File: src/rtl/phase_sequencer.sv
// rtl/phase_sequencer.sv - five-phase instruction sequencer with memory handshake, stall and timeout
module phase_sequencer #(
    parameter int MEM_TIMEOUT = 15,
    parameter int CNT_W       = 16
) (
    input  logic             clock,
    input  logic             reset,
    input  logic             start,
    input  logic             stall,
    input  logic [1:0]       op1,
    input  logic [3:0]       op3,
    input  logic             write_order,
    input  logic             mem_ready,
    output logic [4:0]       phase,
    output logic             ir_load,
    output logic             reg_read_en,
    output logic             alu_en,
    output logic             mem_req,
    output logic             mem_we,
    output logic             reg_write_en,
    output logic             pc_update,
    output logic             halted,
    output logic             mem_err,
    output logic [CNT_W-1:0] instr_count
);

    typedef enum logic [2:0] {
        S_IDLE, S_P1, S_P2, S_P3, S_P4, S_P5, S_HALTED, S_ERROR
    } state_t;

    state_t     state, next_state;
    logic       stalled;
    logic [7:0] wait_cnt;
    logic [1:0] op1_q;
    logic [3:0] op3_q;
    logic       write_order_q;

    // A cycle released from stall re-issues the frozen phase's strobes before advancing.
    logic go, mem_phase, timeout_hit, is_hlt;
    assign go          = !stall && !stalled;
    assign mem_phase   = (state == S_P1) || (state == S_P4 && !op1_q[1]);
    assign timeout_hit = (wait_cnt == 8'(MEM_TIMEOUT - 1));
    assign is_hlt      = (op1_q == 2'b11) && (op3_q == 4'b1111);

    always_ff @(posedge clock) begin
        if (reset) begin
            state         <= S_IDLE;
            stalled       <= 1'b0;
            wait_cnt      <= 8'd0;
            op1_q         <= 2'b00;
            op3_q         <= 4'b0000;
            write_order_q <= 1'b0;
            instr_count   <= '0;
        end else begin
            state   <= next_state;
            stalled <= stall;
            if (go) begin
                if (next_state != state && (next_state == S_P1 || next_state == S_P4))
                    wait_cnt <= 8'd0;
                else if (mem_phase && !mem_ready)
                    wait_cnt <= wait_cnt + 8'd1;
                if (state == S_P2) begin
                    op1_q         <= op1;
                    op3_q         <= op3;
                    write_order_q <= write_order;
                end
                if (state == S_P5)
                    instr_count <= instr_count + CNT_W'(1);
            end
        end
    end

    always_comb begin
        next_state = state;
        if (go) begin
            case (state)
                S_IDLE, S_HALTED: if (start) next_state = S_P1;
                S_P1: begin
                    if (mem_ready)        next_state = S_P2;
                    else if (timeout_hit) next_state = S_ERROR;
                end
                S_P2: next_state = S_P3;
                S_P3: next_state = is_hlt ? S_HALTED : S_P4;
                S_P4: begin
                    if (!mem_phase || mem_ready) next_state = S_P5;
                    else if (timeout_hit)        next_state = S_ERROR;
                end
                S_P5:    next_state = S_P1;
                default: next_state = state;
            endcase
        end
    end

    always_comb begin
        phase        = 5'b00000;
        ir_load      = 1'b0;
        reg_read_en  = 1'b0;
        alu_en       = 1'b0;
        mem_req      = 1'b0;
        mem_we       = 1'b0;
        reg_write_en = 1'b0;
        pc_update    = 1'b0;
        halted       = 1'b0;
        mem_err      = 1'b0;
        case (state)
            S_P1: begin
                phase   = 5'b00001;
                ir_load = !stalled;
                mem_req = !stalled;
            end
            S_P2: begin
                phase       = 5'b00010;
                reg_read_en = !stalled;
            end
            S_P3: begin
                phase  = 5'b00100;
                alu_en = !stalled;
            end
            S_P4: begin
                phase   = 5'b01000;
                mem_req = mem_phase && !stalled;
                mem_we  = (op1_q == 2'b01) && !stalled;
            end
            S_P5: begin
                phase        = 5'b10000;
                pc_update    = !stalled;
                reg_write_en = write_order_q && !stalled;
            end
            S_HALTED: halted = 1'b1;
            S_ERROR: begin
                halted  = 1'b1;
                mem_err = 1'b1;
            end
            default: ;
        endcase
    end

endmodule

File: config.mk
export PLATFORM = sky130hd
export DESIGN_NAME = phase_sequencer
export DESIGN_NICKNAME = d
export VERILOG_FILES = /design/src/rtl/phase_sequencer.sv
export SDC_FILE = /design/constraint.sdc
export NUM_CORES = 1
export LEC_CHECK = 0
export ABC_AREA = 0
export CAP_MARGIN = 10
export CELL_PAD_IN_SITES_DETAIL_PLACEMENT = 1
export CELL_PAD_IN_SITES_GLOBAL_PLACEMENT = 2
export CORE_MARGIN = 10
export CORE_UTILIZATION = 30
export CTS_CLUSTER_DIAMETER = 60
export DETAILED_ROUTE_END_ITERATION = 8
export MAX_ROUTING_LAYER = met4
export PLACE_DENSITY = 0.87
export SLEW_MARGIN = 20
export SYNTH_ARGS = -nofsm -noshare
export SYNTH_HDL_FRONTEND = slang
export SYNTH_SLANG_ARGS = --single-unit
File: constraint.sdc
create_clock -name clock -period 4.8 [get_ports clock]
set_input_delay 0.96 -clock clock [delete_from_list [all_inputs] [get_ports clock]]
set_output_delay 0.96 -clock clock [all_outputs]
set_load 0.05 [all_outputs]
---- After elaboration in Yosys (flattened, before gate mapping) ----
Index checks and enable logic that the tools add are counted.
operators by class
  add/sub/neg operators ................... 2
  multipliers ............................. 0
  divide/modulo/power cells ............... 0
  $lt $le $gt $ge ......................... 0
  equality and inequality tests ........... 14
  shift-type cells ........................ 0
  multiplexer cells ....................... 19
  bitwise logic cells ..................... 0
  reductions and logical operators ........ 23
operator list
  cell                                                              number
  5-bit one-hot mux with 5 select lines                             1
  3-bit one-hot mux with 6 select lines                             1
  16-bit by 1-bit adder with 16-bit output (second input constant)  1
  8-bit two-way mux                                                 2
  3-bit == test (second input constant)                             5
  3-bit two-way mux                                                 5
  8-bit by 1-bit adder with 8-bit output (second input constant)    1
  8-bit by 4-bit == test with 1-bit output (second input constant)  1
  1-bit logical AND                                                 8
  1-bit two-way mux                                                 8
  3-bit by 1-bit == test with 1-bit output (second input constant)  2
  3-bit by 2-bit == test with 1-bit output (second input constant)  2
  2-bit AND reduction                                               3
  1-bit logical NOT                                                 5
  4-bit == test (second input constant)                             1
  2-bit OR reduction                                                2
  3-bit logical NOT                                                 1
  1-bit logical OR                                                  3
  3-bit != test                                                     1
  2-bit by 1-bit == test with 1-bit output (second input constant)  1
  2-bit == test (second input constant)                             1
  2-bit two-way mux                                                 1
  1-bit one-hot mux with 2 select lines                             1
  2-bit nonzero test                                                1
word-level totals
  flip-flop bits (word level) ............. 35
  latch bits .............................. 0
  RAM bits ................................ 0
  ROM bits ................................ 0
  word-level logic and storage cells ...... 65
  memories kept ........................... 0

---- Longest topological paths before layout ----
Gate-level depths: netlist (run 1).
  depth in word-level cells ............... 13
  depth in mapped cells ................... 9
  gate-level depth less buffers ........... 8

---- Worst setup path before layout (run 1) ----
OpenSTA, ideal clock, no wires.
  kind .................................... register -> output
  from .................................... register state[2]
  to ...................................... output port mem_we
  arrival time ............................ 2390 ps
  slack ................................... 1450 ps
  cell stages (with the launch flop) ...... 5
  buffers on the path ..................... 1
  cells stage by stage .................... dfxtp_1 -> clkbuf_1 -> and3_1 -> nand2b_1 -> nor3b_1
on the way
  longest elaborated chain between the ends .. 2
RTL lines
  element                 line  text
  start, declared         31    state_t state, next_state;
  start signal, assigned  55    state <= next_state;
  3-bit == test           105   case (state)
  1-bit two-way mux       105
  end, declared           19    output logic mem_we,
Every way passes these cells.

---- Final worst setup path (run 1) ----
  from .................................... register state[0]
  to ...................................... output port mem_req
on the way
  longest elaborated chain between the ends .. 5
  elaborated cells between the ends (all ways) .. 6
RTL lines
  element                                  line     text
  3-bit == test                            41, 105
  1-bit logical AND                        41       assign mem_phase = (state == S_P1) || (state == S_P4 && !op1_q[1]);
  1-bit logical OR                         41
  1-bit logical AND                        121      mem_req = mem_phase && !stalled;
  1-bit one-hot mux with 2 select lines *  105
  end, declared                            18       output logic mem_req,
Every way passes the cells marked *; elsewhere a longest branch is shown, timed or not.

==> run_summary.xml, run 1 <==
<?xml version="1.0" encoding="UTF-8"?>
<metrics>
  <group name="worst_setup_path">
    <metric name="cp-startpoint" unit="">state[0]</metric>
    <metric name="critPathBufInv" unit="">1</metric>
    <metric name="critical_path.startpoint_type" unit="">flip-flop</metric>
    <metric name="criticalPathCategory" unit="">reg -&gt; out</metric>
    <metric name="cp_max_fo" unit="">13</metric>
    <metric name="path_cells" unit="">nor2b_1 &gt; nand2_1 &gt; a21oi_1 &gt; clkdlybuf4s50_1</metric>
    <metric name="timing.reg2reg.setup_slack" unit="ps">2500</metric>
    <metric name="worst_setup_path_end_kind" unit="">primary output</metric>
    <metric name="r2r-start" unit="">stalled</metric>
    <metric name="crit_required" unit="ps">3840</metric>
    <metric name="critPathTopFamily" unit="">buffers and inverters</metric>
    <metric name="terminus_of_the_critical_flop_to_flop_path" unit="">wait_cnt[4]</metric>
    <metric name="worst_r2r_path_depth" unit="">6</metric>
    <metric name="timing.critical_path.depth" unit="">4</metric>
    <metric name="worst_path_max_delay_cell" unit="">clkdlybuf4s50_1</metric>
    <metric name="worst_ep_arrival_time" unit="ps">2430</metric>
    <metric name="worst_path_largest_cell_delay" unit="ps">830</metric>
  </group>
  <group name="synthesis">
    <metric name="synth-async-reset-ratio" unit="%">0</metric>
    <metric name="top_reg_cell_synth" unit="">dfxtp_1</metric>
    <metric name="synth_fp_nets" unit="">242</metric>
    <metric name="yosysSeqAreaShare" unit="%">38.49</metric>
    <metric name="syn_inst" unit="">227</metric>
    <metric name="syn_area" unit="sq um">1820</metric>
    <metric name="synthAdderAreaFrac" unit="%">2.062</metric>
    <metric name="synth_enable_flop_cells" unit="">0</metric>
    <metric name="main_combinational_cell_family_by_area_after_synthesis" unit="">simple AND/OR/NAND/NOR gates</metric>
    <metric name="synth_xor_xnor_area_share" unit="%">8.179</metric>
    <metric name="synth_compound_gate_area_share" unit="%">13.40</metric>
    <metric name="post_synth_and_or_nand_nor_area_fraction" unit="%">33.68</metric>
    <metric name="syn_area_per_cell" unit="sq um">8.020</metric>
    <metric name="synth_cell_types" unit="">41</metric>
    <metric name="synthMuxAreaShare" unit="%">0.5498</metric>
    <metric name="synth-warning-count" unit="">0</metric>
    <metric name="yosys_register_bits" unit="">35</metric>
  </group>
  <group name="clocking">
    <metric name="cts_inserted_buffers" unit="">5</metric>
    <metric name="clock_sink_count" unit="">35</metric>
    <metric name="cts_max_level" unit="">2</metric>
    <metric name="max-clock-path-buffers" unit="">2</metric>
    <metric name="clk_pin_slew" unit="ps">70</metric>
    <metric name="cts.repair.resized" unit="">0</metric>
    <metric name="tritoncts" unit="">built</metric>
    <metric name="cts_hold_buf" unit="">0</metric>
    <metric name="post_cts_setup_buffer_count" unit="">0</metric>
    <metric name="clk_latency" unit="ps">290</metric>
    <metric name="cts.root.buffer_cell" unit="">clkbuf_8</metric>
  </group>
  <group name="timing">
    <metric name="rsz_0062_raised_after_global_routing" unit="">false</metric>
    <metric name="timing_worst_slew_pin_value" unit="ps">659.5</metric>
    <metric name="timing_hold_violations_final" unit="">0</metric>
    <metric name="layout_min_cycle_time" unit="ps">3391</metric>
    <metric name="timing.final.setup_violations" unit="">0</metric>
    <metric name="report.final.slew_viol_count" unit="">0</metric>
    <metric name="final.setup.worst_slack" unit="ps">1409</metric>
    <metric name="fin_worst_hold_slack" unit="ps">459.3</metric>
    <metric name="post-route-period-util" unit="%">70.65</metric>
    <metric name="slew-limit-headroom" unit="%">55.89</metric>
    <metric name="clock-skew-final" unit="ps">6.810</metric>
    <metric name="fmax" unit="MHz">294.9</metric>
    <metric name="setup-tns-final" unit="ps">0</metric>
  </group>
  <group name="routing">
    <metric name="routed-via-count" unit="">1753</metric>
    <metric name="avgViaCountPerCell" unit="">5.096</metric>
    <metric name="drtPass1Iterations" unit="">4</metric>
    <metric name="drtIter0Drc" unit="">49</metric>
    <metric name="drtAntennaViolNets" unit="">0</metric>
    <metric name="drc" unit="">0</metric>
    <metric name="wire_per_inst" unit="um">15.79</metric>
    <metric name="wirelength" unit="um">5433</metric>
  </group>
  <group name="power">
    <metric name="fraction_of_power_consumed_by_sequential_logic" unit="%">48.7</metric>
    <metric name="comb_pwr_share" unit="%">12.7</metric>
    <metric name="power.share.switching" unit="%">26.43</metric>
    <metric name="net-switching-power" unit="uW">163.1</metric>
    <metric name="ir_worst_vdd" unit="mV">0.1096</metric>
    <metric name="clkPwrFrac" unit="%">38.6</metric>
    <metric name="power.density" unit="nW/um^2">256.3</metric>
    <metric name="intPower" unit="uW">453.9</metric>
    <metric name="leakage_power_figure" unit="uW">0.0008652</metric>
  </group>
  <group name="grt">
    <metric name="grt_pass1_vias" unit="">1801</metric>
    <metric name="first_pass_grt_wire_length" unit="um">9004</metric>
    <metric name="largest_net_degree_at_the_start_of_global_routing" unit="">25</metric>
    <metric name="grt_util_met1" unit="%">14.45</metric>
    <metric name="number_of_antenna_violations_at_the_first_check_in_global_routing" unit="">0</metric>
    <metric name="grt_util_met2" unit="%">17.87</metric>
    <metric name="grt_remaining_overflow" unit="">0</metric>
    <metric name="grt_busiest_layer" unit="">met2</metric>
    <metric name="grt_use_total" unit="%">11.51</metric>
    <metric name="global_route.usage.met3" unit="%">2.467</metric>
  </group>
  <group name="min_path">
    <metric name="holdPathStages" unit="">2</metric>
    <metric name="hold_path_class" unit="">reg -&gt; reg</metric>
    <metric name="hold_path.startpoint" unit="">op3_q[0]</metric>
    <metric name="whs_endpoint" unit="">op3_q[0]</metric>
  </group>
  <group name="layout">
    <metric name="final_layout_size_suffix_gt1_share" unit="%">5.204</metric>
    <metric name="insertedDiodeCount" unit="">0</metric>
    <metric name="finish.utilization" unit="%">40.66</metric>
    <metric name="final.fill_count" unit="">731</metric>
    <metric name="num-nets-final" unit="">283</metric>
    <metric name="area.growth.synth_to_final" unit="%">32.23</metric>
    <metric name="final_cell_count_no_fill" unit="">344</metric>
  </group>
  <group name="floorplanning">
    <metric name="rows" unit="">28</metric>
    <metric name="fp.dieH" unit="um">97.90</metric>
    <metric name="io_pins" unit="">42</metric>
    <metric name="initial_utilization" unit="%">30.75</metric>
    <metric name="chipWidth" unit="um">97.90</metric>
    <metric name="core" unit="sq um">5921</metric>
    <metric name="fp.dieArea" unit="sq um">9584</metric>
  </group>
  <group name="placement">
    <metric name="dp.final_hpwl" unit="um">4142</metric>
    <metric name="gp_routability_congestion" unit="">0.7728</metric>
    <metric name="io_buffer_count" unit="">41</metric>
    <metric name="placedCellCount" unit="">336</metric>
    <metric name="placement.setup.worst_slack" unit="ps">1453</metric>
  </group>
  <group name="outcome">
    <metric name="result_of_the_run" unit="">completed</metric>
  </group>
  <group name="run">
    <metric name="drv_cap" unit="">0</metric>
  </group>
</metrics>
worst max-delay path by stage:
stage	slack, ps	end
after global placement	1510	wait_cnt[3]
after global routing	1270	mem_req
after floorplan	1450	mem_we
after CTS	1370	mem_req
final	1410	mem_req
after detailed placement	1450	wait_cnt[4]
layout make-up:
class | instances | area [sq um] | area share, %
Inverter | 7 | 26.28 | 1.091
Multi-Input combinational cell | 175 | 1054 | 43.76
Tap cell | 75 | 93.84 | 3.898
Timing Repair Buffer | 44 | 432.9 | 17.98
Clock buffer | 8 | 100.1 | 4.158
Sequential cell | 35 | 700.7 | 29.11
state kept, by name, summed over array words and instances (netlist names):
| signal | flops |
|---|---|
| instr_count | 16 |
| op1_q | 2 |
| op3_q | 4 |
| stalled | 1 |
| state | 3 |
| wait_cnt | 8 |
| write_order_q | 1 |
placed cells by master (no fill, tap or decap), types with 2 or more instances in the layout:
| master | Yosys | layout |
|---|---|---|
| clkdlybuf4s50_1 | 0 | 41 |
| dfxtp_1 | 35 | 35 |
| nor2_1 | 32 | 32 |
| nand2_1 | 19 | 19 |
| nand3_1 | 17 | 17 |
| a21oi_1 | 12 | 12 |
| and3_1 | 10 | 10 |
| xor2_1 | 10 | 10 |
| inv_1 | 7 | 7 |
| nor2b_1 | 7 | 7 |
| xnor2_1 | 7 | 7 |
| clkbuf_8 | 0 | 7 |
| nand4_1 | 6 | 6 |
| o21ai_0 | 6 | 6 |
| and2_1 | 5 | 5 |
| o21ai_1 | 5 | 5 |
| nand2b_1 | 4 | 4 |
| nor3b_1 | 4 | 4 |
| nor3_1 | 4 | 4 |
| ha_1 | 3 | 3 |
| buf_4 | 0 | 3 |
| and3b_1 | 2 | 2 |
| a31oi_1 | 2 | 2 |
| nor4b_1 | 2 | 2 |
| a32oi_1 | 2 | 2 |
logic make-up (layout without fill, tap and decap cells):
| group | count (synthesis) | in the layout |
|---|---|---|
| xor+xnor | 17 | 17 |
| compound gates | 36 | 36 |
| simple gates | 118 | 118 |
| buf+inv | 17 | 59 |
| fa+ha+maj | 3 | 3 |
| mux | 1 | 1 |
| flops | 35 | 35 |
synthesized netlist by cell type, types with 3 or more instances:
library cell | count | area, sq um
dfxtp_1 | 35 | 700.7
nor2_1 | 32 | 120.1
nand2_1 | 19 | 71.32
nand3_1 | 17 | 85.08
a21oi_1 | 12 | 60.06
and3_1 | 10 | 62.56
xor2_1 | 10 | 87.58
clkbuf_1 | 7 | 26.28
inv_1 | 7 | 26.28
nor2b_1 | 7 | 43.79
xnor2_1 | 7 | 61.31
nand4_1 | 6 | 37.54
o21ai_0 | 6 | 30.03
and2_1 | 5 | 31.28
o21ai_1 | 5 | 25.02
nand2b_1 | 4 | 25.02
nor3_1 | 4 | 20.02
nor3b_1 | 4 | 30.03
ha_1 | 3 | 37.54
through the flow:
step                      area, sq um  power, uW
after global placement           2307      385.4
after detailed placement         2307      386.0
after floorplan                  1821      355.6
final                            2407      617.0
after CTS                        2407      625.4
after global routing             2407      643.8
power groups by stage:
stage               sequential [uW]  clock [uW]  combinational [uW]
floorplan                       303           0                52.9
global placement                307           0                78.7
detailed placement              307           0                79.3
CTS                             300         246                79.8
global route                    301         258                84.7
finish                          300         238                78.5
worst reg2reg max path: stages, from the launching register on:
cell and delay (ps):
dfxtp_1 450, or2_0 510, a211oi_1 90, o32a_1 220, or4b_4 530, a21oi_4 270
o21ai_1 120
metal layers:
metal / vias to the layer above / share of wire [%]
met3: 4 / 2.7
li1: 868 / -
met5: - / 0
met4: 0 / 0.77
met2: 34 / 46
met1: 847 / 50
Note: power is estimated with default switching activity, not from simulation.
==> run 2, diff against run 1 <==
--- a/config.mk
+++ b/config.mk
@@ -10,11 +10,11 @@
 export CELL_PAD_IN_SITES_DETAIL_PLACEMENT = 1
 export CELL_PAD_IN_SITES_GLOBAL_PLACEMENT = 2
 export CORE_MARGIN = 10
-export CORE_UTILIZATION = 30
+export CORE_UTILIZATION = 28
 export CTS_CLUSTER_DIAMETER = 60
 export DETAILED_ROUTE_END_ITERATION = 8
 export MAX_ROUTING_LAYER = met4
-export PLACE_DENSITY = 0.87
+export PLACE_DENSITY = 0.82
 export SLEW_MARGIN = 20
 export SYNTH_ARGS = -nofsm -noshare
 export SYNTH_HDL_FRONTEND = slang
==> constraint.sdc (replaced) <==
create_clock -name clock -period 3.4 [get_ports clock]
set_input_delay 0.68 -clock clock [delete_from_list [all_inputs] [get_ports clock]]
set_output_delay 0.68 -clock clock [all_outputs]
set_load 0.05 [all_outputs]
==> run 2 against run 1 <==
- sequential power up 41%
- sequential share of layout area shrank 0.51 points
- cell area rose by 1.8%
- cell count grew 0.87%
- clock skew is 1.6 ps higher
- routed wire length grew 3.7%
- non-clock buffer count up 1
- register-to-register slack lost 1400 ps
- first-iteration DRC count is 31% higher
- critical path type unchanged
- critical endpoint unchanged
- highest routed layer unchanged
==> run_summary.xml, run 2 (synthesized netlist as in run 1, its figures left out) <==
<?xml version="1.0" encoding="UTF-8"?>
<metrics>
  <group name="clocking">
    <metric name="max-clock-path-buffers" unit="">2</metric>
    <metric name="cts_max_level" unit="">2</metric>
    <metric name="post_cts_setup_buffer_count" unit="">0</metric>
    <metric name="cts_inserted_buffers" unit="">5</metric>
    <metric name="cts.root.buffer_cell" unit="">clkbuf_8</metric>
    <metric name="clk_latency" unit="ps">280</metric>
    <metric name="clock_sink_count" unit="">35</metric>
    <metric name="tritoncts" unit="">built</metric>
    <metric name="cts_hold_buf" unit="">0</metric>
    <metric name="cts.repair.resized" unit="">0</metric>
    <metric name="clk_pin_slew" unit="ps">70</metric>
  </group>
  <group name="worst_setup_path">
    <metric name="criticalPathCategory" unit="">reg -&gt; out</metric>
    <metric name="worst_ep_arrival_time" unit="ps">2400</metric>
    <metric name="worst_path_max_delay_cell" unit="">clkdlybuf4s50_1</metric>
    <metric name="crit_required" unit="ps">2720</metric>
    <metric name="worst_setup_path_end_kind" unit="">primary output</metric>
    <metric name="cp_max_fo" unit="">13</metric>
    <metric name="path_cells" unit="">nor2b_1 &gt; nand2_1 &gt; a21oi_1 &gt; clkdlybuf4s50_1</metric>
    <metric name="critical_path.startpoint_type" unit="">flip-flop</metric>
    <metric name="worst_path_largest_cell_delay" unit="ps">820</metric>
  </group>
  <group name="timing">
    <metric name="fin_worst_hold_slack" unit="ps">457.5</metric>
    <metric name="fmax" unit="MHz">324.2</metric>
    <metric name="post-route-period-util" unit="%">90.72</metric>
    <metric name="setup-tns-final" unit="ps">0</metric>
    <metric name="report.final.slew_viol_count" unit="">0</metric>
    <metric name="final.setup.worst_slack" unit="ps">315.4</metric>
    <metric name="rsz_0062_raised_after_global_routing" unit="">false</metric>
    <metric name="slew-limit-headroom" unit="%">50.62</metric>
    <metric name="timing_worst_slew_pin_value" unit="ps">738.4</metric>
    <metric name="layout_min_cycle_time" unit="ps">3085</metric>
    <metric name="timing_hold_violations_final" unit="">0</metric>
    <metric name="timing.final.setup_violations" unit="">0</metric>
    <metric name="clock-skew-final" unit="ps">8.450</metric>
  </group>
  <group name="routing">
    <metric name="drtAntennaViolNets" unit="">0</metric>
    <metric name="avgViaCountPerCell" unit="">5.020</metric>
    <metric name="drc" unit="">0</metric>
    <metric name="wire_per_inst" unit="um">16.24</metric>
    <metric name="wirelength" unit="um">5636</metric>
    <metric name="routed-via-count" unit="">1742</metric>
    <metric name="drtPass1Iterations" unit="">4</metric>
    <metric name="drtIter0Drc" unit="">64</metric>
  </group>
  <group name="layout">
    <metric name="final_layout_size_suffix_gt1_share" unit="%">5.556</metric>
    <metric name="flip_flop_count_of_the_largest_register_after_layout" unit="">16</metric>
    <metric name="final.fill_count" unit="">755</metric>
    <metric name="insertedDiodeCount" unit="">0</metric>
    <metric name="area.growth.synth_to_final" unit="%">34.57</metric>
    <metric name="reg_top3" unit="">instr_count (16), wait_cnt (8), op3_q (4)</metric>
    <metric name="sequential_cell_area" unit="sq um">700.7</metric>
    <metric name="largest-register" unit="">instr_count</metric>
    <metric name="layout.cells.most_common_list" unit="">41 x clkdlybuf4s50_1, 35 x dfxtp_1, 32 x nor2_1, 19 x nand2_1, 17 x nand3_1</metric>
    <metric name="final_common_cell" unit="">clkdlybuf4s50_1</metric>
    <metric name="finish.utilization" unit="%">38.58</metric>
    <metric name="num-nets-final" unit="">284</metric>
    <metric name="multi_input_area" unit="sq um">1054</metric>
  </group>
  <group name="grt">
    <metric name="first_pass_grt_wire_length" unit="um">9563</metric>
    <metric name="grt_use_total" unit="%">11.91</metric>
    <metric name="number_of_antenna_violations_at_the_first_check_in_global_routing" unit="">0</metric>
    <metric name="largest_net_degree_at_the_start_of_global_routing" unit="">23</metric>
    <metric name="grt_pass1_vias" unit="">1879</metric>
    <metric name="grt_remaining_overflow" unit="">0</metric>
  </group>
  <group name="floorplanning">
    <metric name="core" unit="sq um">6350</metric>
    <metric name="rows" unit="">29</metric>
    <metric name="fp.dieH" unit="um">100.6</metric>
    <metric name="initial_utilization" unit="%">28.67</metric>
    <metric name="chipWidth" unit="um">100.6</metric>
    <metric name="io_pins" unit="">42</metric>
    <metric name="fp.dieArea" unit="sq um">10130</metric>
  </group>
  <group name="power">
    <metric name="design_power_total" unit="uW">983.6</metric>
    <metric name="power.density" unit="nW/um^2">401.5</metric>
    <metric name="leakage_power_figure" unit="uW">0.0008837</metric>
    <metric name="ir_worst_vdd" unit="mV">0.1819</metric>
  </group>
  <group name="placement">
    <metric name="gp_routability_congestion" unit="">0.8742</metric>
    <metric name="placement.setup.worst_slack" unit="ps">417.1</metric>
    <metric name="dp.final_hpwl" unit="um">4336</metric>
    <metric name="io_buffer_count" unit="">41</metric>
  </group>
  <group name="run">
    <metric name="drv_cap" unit="">0</metric>
  </group>
  <group name="outcome">
    <metric name="result_of_the_run" unit="">completed</metric>
  </group>
  <group name="min_path">
    <metric name="hold_path_class" unit="">reg -&gt; reg</metric>
  </group>
</metrics>
run 2: cell types whose count changed in the layout (fill, tap and decap cells not counted), sizes merged:
| cell | change |
|---|---|
| clkbuf | -2 |
| buf | +1 |
| bufinv | +2 |
run 2: layout make-up:
class | instances | share of cell area (%)
clock buffer | 6 | 2.962
clock inverter | 2 | 2.451
inverter | 7 | 1.073
multi-input combinational | 175 | 43.00
sequential | 35 | 28.60
tap | 77 | 3.933
timing repair buffer | 45 | 17.98
run 2: path summary, 6_finish.rpt:
| kind | from | end | slack, ps | cells past startpoint |
|---|---|---|---|---|
| worst max register to register | state[0] | wait_cnt[1] | 1080 | 6 |
| worst min-delay path | write_order_q | write_order_q | 460 | 2 |
| worst max-delay path | state[0] | mem_req | 320 | 4 |
| worst min register to register | write_order_q | write_order_q | 460 | 2 |
run 2: metrics by stage:
| step | instances | instance area, sq um |
|---|---|---|
| 6_report | 347 | 2450 |
| 5_1_grt | 347 | 2450 |
| 3_3_place_gp | 339 | 2317 |
| 3_5_place_dp | 339 | 2317 |
| 4_1_cts | 347 | 2450 |
| 2_1_floorplan | 227 | 1821 |
run 2: critical path: cells and delay by family, from the launching register on:
kind,cells,cell delay (ps)
simple gates,2,570
buf+inv,1,820
flops,1,570
compound gates,1,150
run 2: metal layers:
| layer | GRT usage, % | vias up | wire length [um] |
|---|---|---|---|
| met3 | 3.429 | 5 | 255 |
| met4 | 2.935 | 0 | 51 |
| met5 | - | - | 0 |
| met1 | 14.34 | 834 | 2632 |
| li1 | - | 869 | - |
| met2 | 19.07 | 34 | 2697 |
run 2: power by group:
part	internal (uW)	switching (uW)
clock	293	153
combinational	42.5	71.0
sequential	414	9.35
==> run 3, diff against run 2 <==
--- a/config.mk
+++ b/config.mk
@@ -10,11 +10,11 @@
 export CELL_PAD_IN_SITES_DETAIL_PLACEMENT = 1
 export CELL_PAD_IN_SITES_GLOBAL_PLACEMENT = 2
 export CORE_MARGIN = 10
-export CORE_UTILIZATION = 28
-export CTS_CLUSTER_DIAMETER = 60
+export CORE_UTILIZATION = 35
+export CTS_CLUSTER_DIAMETER = 120
 export DETAILED_ROUTE_END_ITERATION = 8
-export MAX_ROUTING_LAYER = met4
-export PLACE_DENSITY = 0.82
+export DONT_BUFFER_PORTS = 1
+export PLACE_DENSITY = 0.81
 export SLEW_MARGIN = 20
 export SYNTH_ARGS = -nofsm -noshare
 export SYNTH_HDL_FRONTEND = slang
==> run 3 against run 2 <==
- cell area shrank 16%
- via count shrank 8.2%
- fmax up 12%
- register-to-register slack got worse by 140 ps
- hold slack lost 3.0 ps
- clock power shrank 27%
- sequential power about the same
- sequential cell count unchanged
- routed wire length down 8.7%
- cell count decreased by 12%
- critical path type unchanged
- largest cell class unchanged
- largest power group is now sequential cells
==> run_summary.xml, run 3 (synthesized netlist as in run 1, its figures left out) <==
<?xml version="1.0" encoding="UTF-8"?>
<metrics>
  <group name="power">
    <metric name="intPower" unit="uW">624.8</metric>
    <metric name="clkPwrFrac" unit="%">39.1</metric>
    <metric name="power.density" unit="nW/um^2">405.7</metric>
    <metric name="leakage_power_figure" unit="uW">0.0007648</metric>
    <metric name="ir_worst_vdd" unit="mV">0.1540</metric>
    <metric name="net-switching-power" unit="uW">211.3</metric>
    <metric name="comb_pwr_share" unit="%">10.1</metric>
    <metric name="fraction_of_power_consumed_by_sequential_logic" unit="%">50.7</metric>
    <metric name="power.share.switching" unit="%">25.27</metric>
    <metric name="design_power_total" unit="uW">836.1</metric>
  </group>
  <group name="timing">
    <metric name="timing_hold_violations_final" unit="">0</metric>
    <metric name="post-route-period-util" unit="%">81.19</metric>
    <metric name="layout_min_cycle_time" unit="ps">2760</metric>
    <metric name="fin_worst_hold_slack" unit="ps">454.6</metric>
    <metric name="clock-skew-final" unit="ps">3.513</metric>
    <metric name="slew-limit-headroom" unit="%">37.92</metric>
    <metric name="setup-tns-final" unit="ps">0</metric>
    <metric name="final.setup.worst_slack" unit="ps">639.6</metric>
    <metric name="rsz_0062_raised_after_global_routing" unit="">false</metric>
    <metric name="fmax" unit="MHz">362.3</metric>
    <metric name="timing_worst_slew_pin_value" unit="ps">927.7</metric>
    <metric name="timing.final.setup_violations" unit="">0</metric>
    <metric name="report.final.slew_viol_count" unit="">0</metric>
  </group>
  <group name="layout">
    <metric name="largest-register" unit="">instr_count</metric>
    <metric name="flip_flop_count_of_the_largest_register_after_layout" unit="">16</metric>
    <metric name="num-nets-final" unit="">250</metric>
    <metric name="multi_input_area" unit="sq um">1064</metric>
    <metric name="sequential_cell_area" unit="sq um">700.7</metric>
    <metric name="reg_top3" unit="">instr_count (16), wait_cnt (8), op3_q (4)</metric>
    <metric name="area.growth.synth_to_final" unit="%">13.20</metric>
    <metric name="final.fill_count" unit="">622</metric>
    <metric name="final_common_cell" unit="">dfxtp_1</metric>
    <metric name="insertedDiodeCount" unit="">0</metric>
    <metric name="layout.cells.most_common_list" unit="">35 x dfxtp_1, 32 x nor2_1, 19 x nand2_1, 17 x nand3_1, 12 x a21oi_1</metric>
    <metric name="final_layout_size_suffix_gt1_share" unit="%">10.17</metric>
  </group>
  <group name="grt">
    <metric name="grt_use_total" unit="%">12.40</metric>
    <metric name="grt_pass1_vias" unit="">1635</metric>
    <metric name="grt_remaining_overflow" unit="">0</metric>
    <metric name="number_of_antenna_violations_at_the_first_check_in_global_routing" unit="">0</metric>
    <metric name="largest_net_degree_at_the_start_of_global_routing" unit="">41</metric>
    <metric name="first_pass_grt_wire_length" unit="um">8625</metric>
  </group>
  <group name="clocking">
    <metric name="post_cts_setup_buffer_count" unit="">0</metric>
    <metric name="max-clock-path-buffers" unit="">2</metric>
    <metric name="clk_pin_slew" unit="ps">70</metric>
    <metric name="cts_max_level" unit="">2</metric>
    <metric name="cts_inserted_buffers" unit="">5</metric>
    <metric name="cts.repair.resized" unit="">0</metric>
    <metric name="clk_latency" unit="ps">280</metric>
    <metric name="cts.root.buffer_cell" unit="">clkbuf_8</metric>
    <metric name="tritoncts" unit="">built</metric>
    <metric name="cts_hold_buf" unit="">0</metric>
    <metric name="clock_sink_count" unit="">35</metric>
  </group>
  <group name="floorplanning">
    <metric name="fp.dieArea" unit="sq um">8486</metric>
    <metric name="core" unit="sq um">5075</metric>
    <metric name="io_pins" unit="">42</metric>
    <metric name="fp.dieH" unit="um">92.12</metric>
    <metric name="initial_utilization" unit="%">35.87</metric>
    <metric name="chipWidth" unit="um">92.12</metric>
    <metric name="rows" unit="">26</metric>
  </group>
  <group name="routing">
    <metric name="wirelength" unit="um">5146</metric>
    <metric name="drc" unit="">0</metric>
    <metric name="drtAntennaViolNets" unit="">0</metric>
    <metric name="avgViaCountPerCell" unit="">5.229</metric>
    <metric name="routed-via-count" unit="">1600</metric>
    <metric name="drtPass1Iterations" unit="">4</metric>
    <metric name="wire_per_inst" unit="um">16.82</metric>
    <metric name="drtIter0Drc" unit="">111</metric>
  </group>
  <group name="worst_setup_path">
    <metric name="critical_path.startpoint_type" unit="">flip-flop</metric>
    <metric name="cp-startpoint" unit="">state[0]</metric>
    <metric name="r2r-start" unit="">state[0]</metric>
    <metric name="worst_setup_path_end_kind" unit="">primary output</metric>
    <metric name="worst_ep_arrival_time" unit="ps">2080</metric>
    <metric name="criticalPathCategory" unit="">reg -&gt; out</metric>
    <metric name="crit_required" unit="ps">2720</metric>
    <metric name="cp_max_fo" unit="">13</metric>
  </group>
  <group name="run">
    <metric name="drv_cap" unit="">0</metric>
  </group>
  <group name="placement">
    <metric name="dp.final_hpwl" unit="um">3924</metric>
    <metric name="placement.setup.worst_slack" unit="ps">789.9</metric>
    <metric name="gp_routability_congestion" unit="">0.8235</metric>
    <metric name="io_buffer_count" unit="">0</metric>
  </group>
  <group name="outcome">
    <metric name="result_of_the_run" unit="">completed</metric>
  </group>
  <group name="min_path">
    <metric name="hold_path.startpoint" unit="">op3_q[0]</metric>
    <metric name="hold_path_class" unit="">reg -&gt; reg</metric>
  </group>
</metrics>
-- run 3: cell count changes in the layout (fill, tap and decap cells not counted) --
cell,before,now
nor3b_2,0,2
buf_4,4,11
clkbuf_8,5,7
bufinv_16,2,0
nor3b_1,4,2
clkdlybuf4s50_1,41,0
-- run 3: power by group through the flow --
stage               registers, uW  logic, uW  clock network [uW]
finish                        424       84.8                 327
global route                  425       93.7                 351
CTS                           424       85.3                 338
detailed placement            433       85.1                   0
global placement              433       84.4                   0
floorplan                     427       74.7                   0
-- run 3: final timing paths --
check                           slack [ps]  cells past startpoint           to
worst min-delay path                   450                      2     op3_q[0]
worst min register to register         450                      2     op3_q[0]
worst max-delay path                   640                      5       mem_we
worst max register to register         940                      8  wait_cnt[1]
-- run 3: cell type report --
| type | instances | share of cell area [%] |
|---|---|---|
| Clock buffer | 8 | 4.857 |
| Sequential cell | 35 | 34.00 |
| Timing Repair Buffer | 11 | 4.007 |
| Tap cell | 70 | 4.250 |
| Inverter | 7 | 1.275 |
| Multi-Input combinational cell | 175 | 51.61 |
-- run 3: stage by stage --
step	area [sq um]	cells	util (%)
2_1_floorplan	1821	227	-
3_3_place_gp	1961	298	38.63
3_5_place_dp	1961	298	38.63
4_1_cts	2061	306	40.61
5_1_grt	2061	306	40.61
6_report	2061	306	40.61
-- run 3: worst max-delay path, stage by stage (launching register included) --
cell and delay, ps:
dfxtp_1 430, inv_1 150, and3_1 580, nand2b_1 190, nor3b_2 220, buf_4 230
-- run 3: metal layers --
| layer | share of wire (%) | track usage, % | wire, um | vias up |
|---|---|---|---|---|
| met5 | 0 | 0 | 0 | - |
| met3 | 6.5 | 4.156 | 337 | 4 |
| met2 | 45 | 19.53 | 2322 | 30 |
| li1 | - | - | - | 805 |
| met4 | 0.80 | 3.085 | 41 | 0 |
| met1 | 48 | 15.87 | 2445 | 761 |
